$ cat config.mk
export PLATFORM = sky130hd
export DESIGN_NAME = uart_rx_fifo_ctrl
export DESIGN_NICKNAME = d
export VERILOG_FILES = /design/src/rtl/uart_pkg.sv /design/src/rtl/uart_rx_timeout_counter.sv /design/src/rtl/uart_rx_fifo_ctrl.sv
export SDC_FILE = /design/constraint.sdc
export NUM_CORES = 1
export LEC_CHECK = 0
export CAP_MARGIN = 20
export CORE_ASPECT_RATIO = 1.5
export CORE_MARGIN = 5
export CORE_UTILIZATION = 40
export CTS_CLUSTER_DIAMETER = 40
export DETAILED_ROUTE_END_ITERATION = 10
export GPL_ROUTABILITY_DRIVEN = 0
export PLACE_DENSITY = 0.67
export SLEW_MARGIN = 10
export SYNTH_ARGS = -nofsm -noshare
export SYNTH_HDL_FRONTEND = slang
export SYNTH_HIERARCHICAL = 1
export SYNTH_SLANG_ARGS = --single-unit
$ cat constraint.sdc
create_clock -name pclk -period 5.3 [get_ports pclk]
set_input_delay 0.795 -clock pclk [delete_from_list [all_inputs] [get_ports pclk]]
set_output_delay 0.795 -clock pclk [all_outputs]
set_load 0.01 [all_outputs]
$ cat src/rtl/uart_pkg.sv
// Shared types and defaults for the UART receive path.
package uart_pkg;

    localparam int unsigned RX_FIFO_DEPTH = 16;
    localparam int unsigned RX_TO_CHARS   = 4;
    localparam int unsigned RX_DATA_W     = 8;

    typedef enum logic [1:0] {
        TRIG_1  = 2'b00,
        TRIG_4  = 2'b01,
        TRIG_8  = 2'b10,
        TRIG_14 = 2'b11
    } rx_trig_e;

    typedef struct packed {
        logic [RX_DATA_W-1:0] data;
        logic                 pe;
        logic                 fe;
    } rx_entry_t;

    function automatic int unsigned trig_count(rx_trig_e trig);
        case (trig)
            TRIG_1:  return 1;
            TRIG_4:  return 4;
            TRIG_8:  return 8;
            TRIG_14: return 14;
            default: return 1;
        endcase
    endfunction

endpackage

$ cat src/rtl/uart_rx_timeout_counter.sv
// Character-time idle counter; raises cti_int after TO_CHARS idle ticks with data pending.
module uart_rx_timeout_counter
    import uart_pkg::*;
#(
    parameter int unsigned TO_CHARS = RX_TO_CHARS
) (
    input  logic pclk,
    input  logic presetn,
    input  logic utrrst,
    input  logic enable,
    input  logic clear,
    input  logic char_tick,
    output logic cti_int
);

    localparam int unsigned CW = $clog2(TO_CHARS + 1);

    logic [CW-1:0] cnt_q, cnt_d;

    always_comb begin
        cnt_d = cnt_q;
        if (!enable || clear) begin
            cnt_d = '0;
        end else if (char_tick && (cnt_q != CW'(TO_CHARS))) begin
            cnt_d = cnt_q + CW'(1);
        end
    end

    always_ff @(posedge pclk or negedge presetn) begin
        if (!presetn) begin
            cnt_q <= '0;
        end else if (utrrst) begin
            cnt_q <= '0;
        end else begin
            cnt_q <= cnt_d;
        end
    end

    assign cti_int = enable && (cnt_q == CW'(TO_CHARS));

endmodule

$ cat src/rtl/uart_rx_fifo_ctrl.sv
// Receive FIFO / holding register with LSR receive status and RX interrupt requests.
// DATA_W must match uart_pkg::RX_DATA_W since entries use rx_entry_t.
module uart_rx_fifo_ctrl
    import uart_pkg::*;
#(
    parameter int unsigned DEPTH    = RX_FIFO_DEPTH,
    parameter int unsigned DATA_W   = RX_DATA_W,
    parameter int unsigned TO_CHARS = RX_TO_CHARS
) (
    input  logic                       pclk,
    input  logic                       presetn,
    input  logic                       utrrst,
    input  logic                       fifo_en,
    input  logic                       rx_fifo_clr,
    input  logic [1:0]                 rx_trig,
    input  logic                       rx_valid,
    input  logic [DATA_W-1:0]          rsr_data,
    input  logic                       parity_error,
    input  logic                       frame_error,
    input  logic                       char_tick,
    input  logic                       rbr_rd,
    input  logic                       lsr_rd,
    output logic [DATA_W-1:0]          rbr_data,
    output logic                       dr,
    output logic                       oe,
    output logic                       pe,
    output logic                       fe,
    output logic                       rx_fifo_err,
    output logic [$clog2(DEPTH):0]     rx_level,
    output logic                       rda_int,
    output logic                       cti_int
);

    localparam int unsigned PW = $clog2(DEPTH);
    localparam int unsigned CW = PW + 1;

    rx_entry_t       mem [DEPTH];
    rx_entry_t       head_q, head_d, wr_entry, next_head;
    logic [PW-1:0]   wr_ptr_q, wr_ptr_d, rd_ptr_q, rd_ptr_d;
    logic [CW-1:0]   count_q, count_d, err_cnt_q, err_cnt_d, cap;
    logic            oe_q, oe_d, pe_q, pe_d, fe_q, fe_d, fifo_en_q;
    logic            flush, empty, full, push, pop, overrun, head_load;

    assign wr_entry = '{data: rsr_data, pe: parity_error, fe: frame_error};
    assign cap      = fifo_en ? CW'(DEPTH) : CW'(1);
    assign empty    = (count_q == '0);
    assign full     = (count_q >= cap);
    // A mode change discards contents exactly like an explicit clear.
    assign flush    = rx_fifo_clr || (fifo_en != fifo_en_q);
    assign pop      = rbr_rd && !empty && !flush;
    assign push     = rx_valid && !flush && (!full || pop);
    assign overrun  = rx_valid && !flush && full && !pop;

    always_comb begin
        wr_ptr_d  = wr_ptr_q;
        rd_ptr_d  = rd_ptr_q;
        count_d   = count_q;
        err_cnt_d = err_cnt_q;
        if (flush) begin
            wr_ptr_d  = '0;
            rd_ptr_d  = '0;
            count_d   = '0;
            err_cnt_d = '0;
        end else begin
            if (push) wr_ptr_d = wr_ptr_q + PW'(1);
            if (pop)  rd_ptr_d = rd_ptr_q + PW'(1);
            count_d   = count_q + CW'(push) - CW'(pop);
            err_cnt_d = err_cnt_q + CW'(push && (parity_error || frame_error))
                      - CW'(pop && (mem[rd_ptr_q].pe || mem[rd_ptr_q].fe));
        end
    end

    // New head is either the next stored entry or the entry being written this cycle.
    always_comb begin
        head_load = !flush && ((pop && (count_d != '0)) || (empty && push));
        next_head = (push && (wr_ptr_q == rd_ptr_d)) ? wr_entry : mem[rd_ptr_d];
        head_d    = head_load ? next_head : head_q;

        pe_d = flush ? 1'b0 : (head_load && next_head.pe) ? 1'b1 : lsr_rd ? 1'b0 : pe_q;
        fe_d = flush ? 1'b0 : (head_load && next_head.fe) ? 1'b1 : lsr_rd ? 1'b0 : fe_q;
        oe_d = overrun ? 1'b1 : lsr_rd ? 1'b0 : oe_q;
    end

    always_ff @(posedge pclk) begin
        if (push) begin
            mem[wr_ptr_q] <= wr_entry;
        end
    end

    always_ff @(posedge pclk or negedge presetn) begin
        if (!presetn) begin
            wr_ptr_q  <= '0;
            rd_ptr_q  <= '0;
            count_q   <= '0;
            err_cnt_q <= '0;
            head_q    <= '0;
            oe_q      <= 1'b0;
            pe_q      <= 1'b0;
            fe_q      <= 1'b0;
            fifo_en_q <= 1'b0;
        end else if (utrrst) begin
            wr_ptr_q  <= '0;
            rd_ptr_q  <= '0;
            count_q   <= '0;
            err_cnt_q <= '0;
            head_q    <= '0;
            oe_q      <= 1'b0;
            pe_q      <= 1'b0;
            fe_q      <= 1'b0;
            fifo_en_q <= fifo_en;
        end else begin
            wr_ptr_q  <= wr_ptr_d;
            rd_ptr_q  <= rd_ptr_d;
            count_q   <= count_d;
            err_cnt_q <= err_cnt_d;
            head_q    <= head_d;
            oe_q      <= oe_d;
            pe_q      <= pe_d;
            fe_q      <= fe_d;
            fifo_en_q <= fifo_en;
        end
    end

    uart_rx_timeout_counter #(
        .TO_CHARS (TO_CHARS)
    ) u_timeout (
        .pclk      (pclk),
        .presetn   (presetn),
        .utrrst    (utrrst),
        .enable    (fifo_en),
        .clear     (push || pop || flush || empty),
        .char_tick (char_tick),
        .cti_int   (cti_int)
    );

    assign rbr_data    = head_q.data;
    assign dr          = !empty;
    assign oe          = oe_q;
    assign pe          = pe_q;
    assign fe          = fe_q;
    assign rx_fifo_err = (err_cnt_q != '0);
    assign rx_level    = count_q;
    assign rda_int     = fifo_en ? (32'(count_q) >= trig_count(rx_trig_e'(rx_trig))) : dr;

endmodule

==> impl_metrics.yaml, run 1 <==
run_status:
  status: "complete, no violations"
clock_tree:
  cts_sinks: 193
  clock_latency_ns: 0.43
  cts-resized-gates: 0
  cts_tree: "done"
  cts_setup_buffers: 0
  cts-root-buf: "clkbuf_16"
  cts_hold_buf: 0
  clk_transition_reported_paths_ns: 0.07
  htree_num_levels: 4
  clockBufferDepth: 2
  cts_buffers: 17
worst_hold_path:
  hp-class: "input port to asynchronous set/reset pin"
power_and_ir_drop:
  swShare_pct: 19.9
  power.switching_w: 0.000617
  seq_power_share_pct: 53.4
  combPwrFrac_pct: 3.6
  power.leakage_nw: 3.62
  internal_power_w: 0.00248
  p_per_area_nw_per_um2: 305
  peakVddDrop_mv: 0.223
  clkPwrFrac_pct: 43.0
routing:
  wl_met3_um: 920
  drc: 0
  first_pass_iters: 5
  wirelength_um: 22100
  vias_per_cell: 5.62
  wl_per_cell_um: 20.7
  initialDrtViolationCount: 459
  met1_length_um: 8100
  wl_met2_um: 11800
  num_vias: 5992
  ant_nets: 0
  highest_layer: "met4"
global_route:
  antenna_found_initial: 0
  overflow: 0
  grt_max_degree: 43
  grt_pass1_vias: 6046
  grt.total_usage_pct: 18.3
  grt_pass1_wl_um: 33800
synthesis:
  synth_simple_gate_area_share_pct: 16.1
  synth_seq_cells: 193
  synth_top_family_by_area: "simple AND/OR/NAND/NOR gates"
  muxShareOfSynthArea_pct: 1.77
  synth_seq_area_share_pct: 64.2
  synthCells: 727
  synth_top_flop_cell: "edfxtp_1"
  synthAdderAreaFrac_pct: 4.31
  yosysUniqueCellTypes: 67
  synth_compound_area_share_pct: 9.23
  synth_xor_area_share_pct: 1.50
  syn_area_um2: 8770
  yosys_warnings: 6
  synth_edf_count: 160
  synthArstFlopShare_pct: 17.1
  avgSynthCellArea_um2: 12.1
  syn_nets: 777
placed_design:
  hpwl_um: 15000
  io_buffers: 40
  dpl_cell_area_um2: 9550
  placed_cells: 1034
flow_run:
  drv_cap: 0
die:
  start_util_pct: 40.5
  die_y_um: 191
  die_area_um2: 25100
  row_count: 66
  die_w_um: 131
  coreArea_um2: 21600
  ios: 41
sta:
  fin_setup_tns_ns: 0
  rsz0062_at_grt: "false"
  final-setup-viol-count: 0
  tightest_slew_ns: 1.10
  finalHoldViolCount: 0
  skew_ns: 0.00860
  min_period_ns: 4.59
  fin_crit_sh_pct: 86.6
  fmax_mhz: 218
  final_max_slew_viol_count: 0
  max-slew-margin-rel_pct: 26.1
  fin_hold_ws_ns: 0.441
critical_path:
  critPathCaptureType: "register"
  crit_type: "input port to register"
  worstPathMaxFanout: 18
  cp_data_arrival_time_ns: 4.90
  start_kind: "input port"
  crit_required_ns: 5.61
layout:
  finalNonFillerCells: 1067
  fin_nets: 831
  drive_gt1_share_pct: 9.07
  fillers: 1938
  area_delta_synth_final_pct: 15.9
  final_area_um2: 10200
metal layers:
layer / vias to the layer above / track usage (%)
met4: 0 / 11.4
met1: 2937 / 20.0
met2: 194 / 32.2
met5: - / 0
li1: 2788 / -
met3: 73 / 3.19
cells in the mapped netlist (3+ instances only):
master	instances	area (um^2)
and4bb_1	3	37.5
a311oi_1	7	61.3
a21oi_1	21	105
nand3_1	28	140
or4_1	9	67.6
inv_1	25	93.8
o21a_1	3	22.5
clkbuf_1	11	41.3
buf_1	3	11.3
buf_2	12	60.1
nor3_1	16	80.1
nor2b_1	3	18.8
buf_6	3	33.8
ha_1	27	338
nand2_1	125	469
a31oi_1	28	175
and2_1	6	37.5
edfxtp_1	160	4800
and3_1	4	25.0
o22ai_1	9	56.3
or3_1	9	56.3
o21ai_0	12	60.1
a211oi_1	5	37.5
nor2_1	77	289
xnor2_1	10	87.6
o221ai_1	7	61.3
mux2i_1	11	110
dfrtp_1	33	826
xor2_1	5	43.8
nand2b_1	4	25.0
nand4_1	4	25.0
registers in the layout, indices dropped and copies added, names as in the netlist, 3 cells and up:
signal           flops
err_cnt_q            5
mem                160
rbr_data             8
rd_ptr_q             4
rx_level             5
u_timeout/cnt_q      3
wr_ptr_q             4
final timing paths:
| path | from | depth (start not counted) | end | slack, ns |
|---|---|---|---|---|
| worst max-delay path | fifo_en | 20 | fe$_DFFE_PN0P_ | 0.71 |
| worst min-delay path | presetn | 1 | rd_ptr_q[3]$_DFF_PN0_ | 0.44 |
| worst max register to register | rx_level[1]$_DFF_PN0_ | 20 | fe$_DFFE_PN0P_ | 1.04 |
| worst min register to register | oe$_DFFE_PN0P_ | 2 | oe$_DFFE_PN0P_ | 0.53 |
| max in group asynchronous | presetn | 1 | rbr_data[4]$_DFFE_PN0P_ | 4.34 |
| min in group pclk | oe$_DFFE_PN0P_ | 2 | oe$_DFFE_PN0P_ | 0.53 |
power by group through the flow:
stage                     clock [W]  combinational (W)  sequential (W)
after global placement            0           0.000110         0.00169
after CTS                   0.00135           0.000113         0.00165
after global routing        0.00142           0.000122         0.00165
final                       0.00133           0.000112         0.00165
after detailed placement          0           0.000112         0.00169
after floorplan                   0          0.0000415         0.00169
layout by cell type, fill, tap and decap left out, types with 25 or more instances in the layout:
master	netlist	final
edfxtp_1	160	160
nand2_1	125	125
nor2_1	77	77
clkdlybuf4s50_1	0	39
dfrtp_1	33	33
a31oi_1	28	28
nand3_1	28	28
ha_1	27	27
buf_4	2	26
inv_1	25	25
cells by family (layout without fill, tap and decap cells):
group | after synthesis | count (layout)
compound gates | 117 | 117
xor+xnor | 15 | 15
fa+ha+maj | 29 | 29
buf+inv | 57 | 124
flops | 193 | 193
mux | 14 | 14
other cells | 0 | 1
simple gates | 302 | 302
metrics by stage:
step	util, %	total power, W	setup slack (ns)
4_1_cts	47.0	0.00312	0.733
6_report	47.0	0.00310	0.711
5_1_grt	47.0	0.00320	0.502
2_1_floorplan	-	0.00173	0.708
3_3_place_gp	44.1	0.00180	0.389
3_5_place_dp	44.1	0.00180	0.310
layout make-up:
cell class / instances / area, um^2 / area share [%]
diodes: 1 / 2.50 / 0.0246
well taps: 272 / 340 / 3.35
clock buffers: 19 / 433 / 4.26
inverters: 26 / 97.6 / 0.960
clock inverters: 13 / 185 / 1.82
multi-input cells: 477 / 2890 / 28.4
flip-flops and latches: 193 / 5630 / 55.4
repair buffers: 66 / 591 / 5.81
worst max-delay path, cell delays in order:
cell and delay, ns:
clkdlybuf4s50_1 0.48, inv_1 0.06, ha_1 0.30, and4_1 0.18, a211o_1 0.32, and2_1 0.19
nor2_1 0.16, inv_1 0.06, ha_1 0.28, ha_1 0.16, inv_1 0.06, fa_1 0.40
o21bai_1 0.16, a21oi_1 0.10, xnor2_1 0.19, and3_1 0.20, o32ai_2 0.09, buf_4 0.22
and4b_1 0.20, a311o_1 0.31
No activity file was read; power rests on OpenSTA's default activity.
==> run 2: changes to the inputs <==
--- a/config.mk
+++ b/config.mk
@@ -12,6 +12,7 @@
 export CTS_CLUSTER_DIAMETER = 40
 export DETAILED_ROUTE_END_ITERATION = 10
 export GPL_ROUTABILITY_DRIVEN = 0
+export MAX_ROUTING_LAYER = met4
 export PLACE_DENSITY = 0.67
 export SLEW_MARGIN = 10
 export SYNTH_ARGS = -nofsm -noshare
==> run 2 against run 1 <==
Against the previous run:
- sequential share of layout area about the same
- register-to-register slack about the same
- routed wire length up 0.29%
- combinational power about the same
- via count up 0.13%
- total power about the same
- clock skew about the same
- clock power about the same
- cell area about the same
- critical endpoint unchanged
- fmax about the same
==> impl_metrics.yaml, run 2 (synthesis gave the netlist of run 1 again) <==
routing:
  first_pass_iters: 5
  wirelength_um: 22200
  initialDrtViolationCount: 441
  wl_per_cell_um: 20.8
  drc: 0
  vias_per_cell: 5.63
  num_vias: 6000
  ant_nets: 0
global_route:
  antenna_found_initial: 0
  grt.total_usage_pct: 18.8
  grt_pass1_wl_um: 33800
  overflow: 0
  grt_pass1_vias: 6062
  grt_max_degree: 43
critical_path:
  cp_cell_sequence: "clkdlybuf4s50_1 > inv_1 > ha_1 > and4_1 > a211o_1 > and2_1 > nor2_1 > inv_1 > ha_1 > ha_1 > inv_1 > fa_1 > o21bai_1 > a21oi_1 > xnor2_1 > and3_1 > o32ai_2 > buf_4 > and4b_1 > a311o_1"
  crit_required_ns: 5.61
  r2r_setup_slack_ns: 1.04
  start_kind: "input port"
  worstPathMaxFanout: 18
  cp_data_arrival_time_ns: 4.90
  critPathCaptureType: "register"
  cp_slowest_stage_delay_ns: 0.48
  cpMaxStageDelayCell: "clkdlybuf4s50_1"
  crit_type: "input port to register"
sta:
  skew_ns: 0.00901
  finalHoldViolCount: 0
  fin_crit_sh_pct: 86.5
  tightest_slew_ns: 1.09
  fin_setup_tns_ns: 0
  final-setup-viol-count: 0
  rsz0062_at_grt: "false"
  min_period_ns: 4.58
  max-slew-margin-rel_pct: 27.0
  fmax_mhz: 218
  final_max_slew_viol_count: 0
die:
  coreArea_um2: 21600
  ios: 41
  die_y_um: 191
  row_count: 66
  die_area_um2: 25100
  die_w_um: 131
  start_util_pct: 40.5
worst_hold_path:
  hp-class: "input port to asynchronous set/reset pin"
layout:
  layout_common_cells: "edfxtp_1, nand2_1, nor2_1, clkdlybuf4s50_1, dfrtp_1"
  area_delta_synth_final_pct: 15.9
  fillers: 1939
  top_register: "mem"
  final_area_um2: 10200
  drive_gt1_share_pct: 9.07
  antenna_cells: 0
  multi_input_area_um2: 2890
  layout_commonest_cell: "edfxtp_1"
  largest_register_ffs: 160
  fin_nets: 831
  regArea_um2: 5630
placed_design:
  dpl_cell_area_um2: 9550
  hpwl_um: 15000
  io_buffers: 40
clock_tree:
  cts_hold_buf: 0
  clk_transition_reported_paths_ns: 0.07
  cts_sinks: 193
  cts-root-buf: "clkbuf_16"
  clockBufferDepth: 2
  clock_latency_ns: 0.43
  cts-resized-gates: 0
  cts_tree: "done"
  htree_num_levels: 4
  cts_setup_buffers: 0
  cts_buffers: 17
power_and_ir_drop:
  peakVddDrop_mv: 0.223
  power.leakage_nw: 3.62
  finalPower_w: 0.00310
  p_per_area_nw_per_um2: 305
run_status:
  status: "complete, no violations"
flow_run:
  drv_cap: 0
## run 2: layer usage
metal	vias to the layer above	track usage, %	routed length (um)
li1	2783	-	-
met1	2955	20.1	8160
met2	192	32.2	11800
met3	70	3.08	906
met4	0	11.4	1340
met5	-	-	0
## run 2: area by class of cell
| class | instances | area share [%] |
|---|---|---|
| clock inverters | 13 | 1.82 |
| clock buffers | 19 | 4.26 |
| flip-flops and latches | 193 | 55.4 |
| multi-input cells | 477 | 28.4 |
| well taps | 272 | 3.35 |
| repair buffers | 66 | 5.81 |
| inverters | 26 | 0.960 |
## run 2: through the flow
step           setup slack (ns)  hold WS [ns]  std cells  utilization [%]
2_1_floorplan             0.708         0.499        727                -
3_3_place_gp              0.389         0.522       1034             44.1
3_5_place_dp              0.310         0.524       1034             44.1
4_1_cts                   0.733         0.460       1066             47.0
5_1_grt                   0.502         0.504       1066             47.0
6_report                  0.716         0.443       1066             47.0
## run 2: power by group
group	switching, W	internal, W
clock network	0.000545	0.000790
registers	0.00000445	0.00165
logic	0.0000709	0.0000418
## run 2: critical path, delay by kind of cell
kind	cells	cell delay, ns
and+or+nand+nor	5	0.93
buffers and inverters	5	0.88
AOI/OAI and AO/OA	5	0.98
adders and majority gates	4	1.14
xor gates and xnor gates	1	0.19
## run 2: path summary, 6_finish.rpt
check / from / to / cells past startpoint
setup reg to reg: rx_level[1]$_DFF_PN0_ / fe$_DFFE_PN0P_ / 20
hold reg to reg: oe$_DFFE_PN0P_ / oe$_DFFE_PN0P_ / 2
setup / recovery: fifo_en / fe$_DFFE_PN0P_ / 20
hold / removal: presetn / rd_ptr_q[3]$_DFF_PN0_ / 1
min in group pclk: oe$_DFFE_PN0P_ / oe$_DFFE_PN0P_ / 2
max in group asynchronous: presetn / rbr_data[1]$_DFFE_PN0P_ / 1
==> run 3: changes to the inputs <==
--- a/config.mk
+++ b/config.mk
@@ -6,7 +6,6 @@
 export NUM_CORES = 1
 export LEC_CHECK = 0
 export CAP_MARGIN = 20
-export CORE_ASPECT_RATIO = 1.5
 export CORE_MARGIN = 5
 export CORE_UTILIZATION = 40
 export CTS_CLUSTER_DIAMETER = 40
==> run 3 against run 2 <==
Against the previous run:
- combinational power shrank 4%
- clock skew grew 0.0022 ns
- cell area is essentially flat
- fmax shrank 1.6%
- sequential cell count is the same
- total power shrank 0.70%
==> impl_metrics.yaml, run 3 (synthesis gave the netlist of run 1 again) <==
sta:
  min_period_ns: 4.66
  fin_crit_sh_pct: 87.9
  setup_ws_ns: 0.641
  rsz0062_at_grt: "false"
  skew_ns: 0.0112
  fmax_mhz: 215
  tightest_slew_ns: 1.10
  fin_setup_tns_ns: 0
  final-setup-viol-count: 0
  fin_hold_ws_ns: 0.450
  finalHoldViolCount: 0
  max-slew-margin-rel_pct: 25.9
  final_max_slew_viol_count: 0
placed_design:
  post-place-ws_ns: 0.197
  hpwl_um: 13600
  placed_cells: 1042
  io_buffers: 40
clock_tree:
  cts-resized-gates: 0
  htree_num_levels: 4
  clk_transition_reported_paths_ns: 0.08
  cts_buffers: 17
  cts_setup_buffers: 0
  cts_tree: "done"
  clockBufferDepth: 2
  cts-root-buf: "clkbuf_16"
  cts_sinks: 193
  cts_hold_buf: 0
  clock_latency_ns: 0.44
global_route:
  antenna_found_initial: 0
  grt_pass1_vias: 5814
  grt_pass1_wl_um: 31900
  grt_max_degree: 43
  grt.total_usage_pct: 17.4
  overflow: 0
layout:
  drive_gt1_share_pct: 9.45
  antenna_cells: 0
  layout_common_cells: "edfxtp_1, nand2_1, nor2_1, clkdlybuf4s50_1, dfrtp_1"
  largest_register_ffs: 160
  utilization_pct: 46.9
  top_register: "mem"
  fin_nets: 831
  area_delta_synth_final_pct: 15.9
  layout_commonest_cell: "edfxtp_1"
  finalNonFillerCells: 1074
routing:
  ant_nets: 0
  first_pass_iters: 5
  wirelength_um: 20700
  num_vias: 5926
  vias_per_cell: 5.52
  drc: 0
  initialDrtViolationCount: 503
  wl_per_cell_um: 19.3
flow_run:
  drv_cap: 0
power_and_ir_drop:
  peakVddDrop_mv: 0.266
  p_per_area_nw_per_um2: 303
  power.leakage_nw: 3.64
worst_hold_path:
  hp-class: "input port to asynchronous set/reset pin"
critical_path:
  r2r_cells: 20
  crit_required_ns: 5.64
  worstPathMaxFanout: 4
  critPathCaptureType: "register"
  start_kind: "input port"
  crit_type: "input port to register"
  cp_data_arrival_time_ns: 5.00
die:
  die_w_um: 158
  coreArea_um2: 21700
  die_area_um2: 25000
  start_util_pct: 40.4
  row_count: 54
  ios: 41
  die_y_um: 158
run_status:
  status: "complete, no violations"
==> run 3: cell type report <==
| cell class | count | area, um^2 |
|---|---|---|
| Sequential cell | 193 | 5630 |
| Inverter | 26 | 97.6 |
| Tap cell | 280 | 350 |
| Clock inverter | 15 | 186 |
| Fill cell | 1936 | 11500 |
| Timing Repair Buffer | 66 | 591 |
| Multi-Input combinational cell | 477 | 2890 |
| Clock buffer | 17 | 425 |
==> run 3: final timing paths <==
kind | slack (ns) | start | endpoint
max in group asynchronous | 4.30 | presetn | rd_ptr_q[2]$_DFF_PN0_
max reg2reg | 0.94 | rx_level[1]$_DFF_PN0_ | pe$_DFFE_PN0P_
max | 0.64 | fifo_en | pe$_DFFE_PN0P_
min | 0.45 | presetn | rx_level[3]$_DFF_PN0_
min reg2reg | 0.54 | oe$_DFFE_PN0P_ | oe$_DFFE_PN0P_
min in group pclk | 0.54 | oe$_DFFE_PN0P_ | oe$_DFFE_PN0P_
==> run 3: critical path: stages <==
cell and delay (ns):
clkdlybuf4s50_1 0.49, inv_1 0.07, ha_1 0.30, and4_1 0.18
a211o_1 0.32, and2_1 0.19, nor2_1 0.15, inv_1 0.06
ha_1 0.28, ha_1 0.17, inv_1 0.06, fa_1 0.40
o21bai_1 0.15, a21oi_1 0.09, xnor2_1 0.14, and3_1 0.20
o32ai_2 0.16, nand2_2 0.10, or4_1 0.53, a31oi_1 0.17
==> run 3: through the flow <==
stage | power, W | cell area, um^2
final | 0.00308 | 10200
after global routing | 0.00318 | 10200
after CTS | 0.00310 | 10200
after detailed placement | 0.00180 | 9560
after global placement | 0.00179 | 9560
after floorplan | 0.00173 | 8770
==> run 3: power by group <==
part / total (W) / switching, W / internal [W]
Combinational: 0.000109 / 0.0000674 / 0.0000413
Sequential: 0.00165 / 0.00000485 / 0.00165
Clock: 0.00132 / 0.000637 / 0.000681
Total: 0.00308 / 0.000709 / 0.00237
==> run 3: per-layer routing <==
layer / routed length (um) / part of all wire [%] / vias up / global-route usage (%)
met2: 9760 / 47 / 219 / 27.0
met5: 0 / 0 / - / -
li1: - / - / 2780 / -
met3: 1450 / 7.0 / 44 / 3.83
met4: 616 / 3.0 / 0 / 6.50
met1: 8900 / 43 / 2883 / 22.5
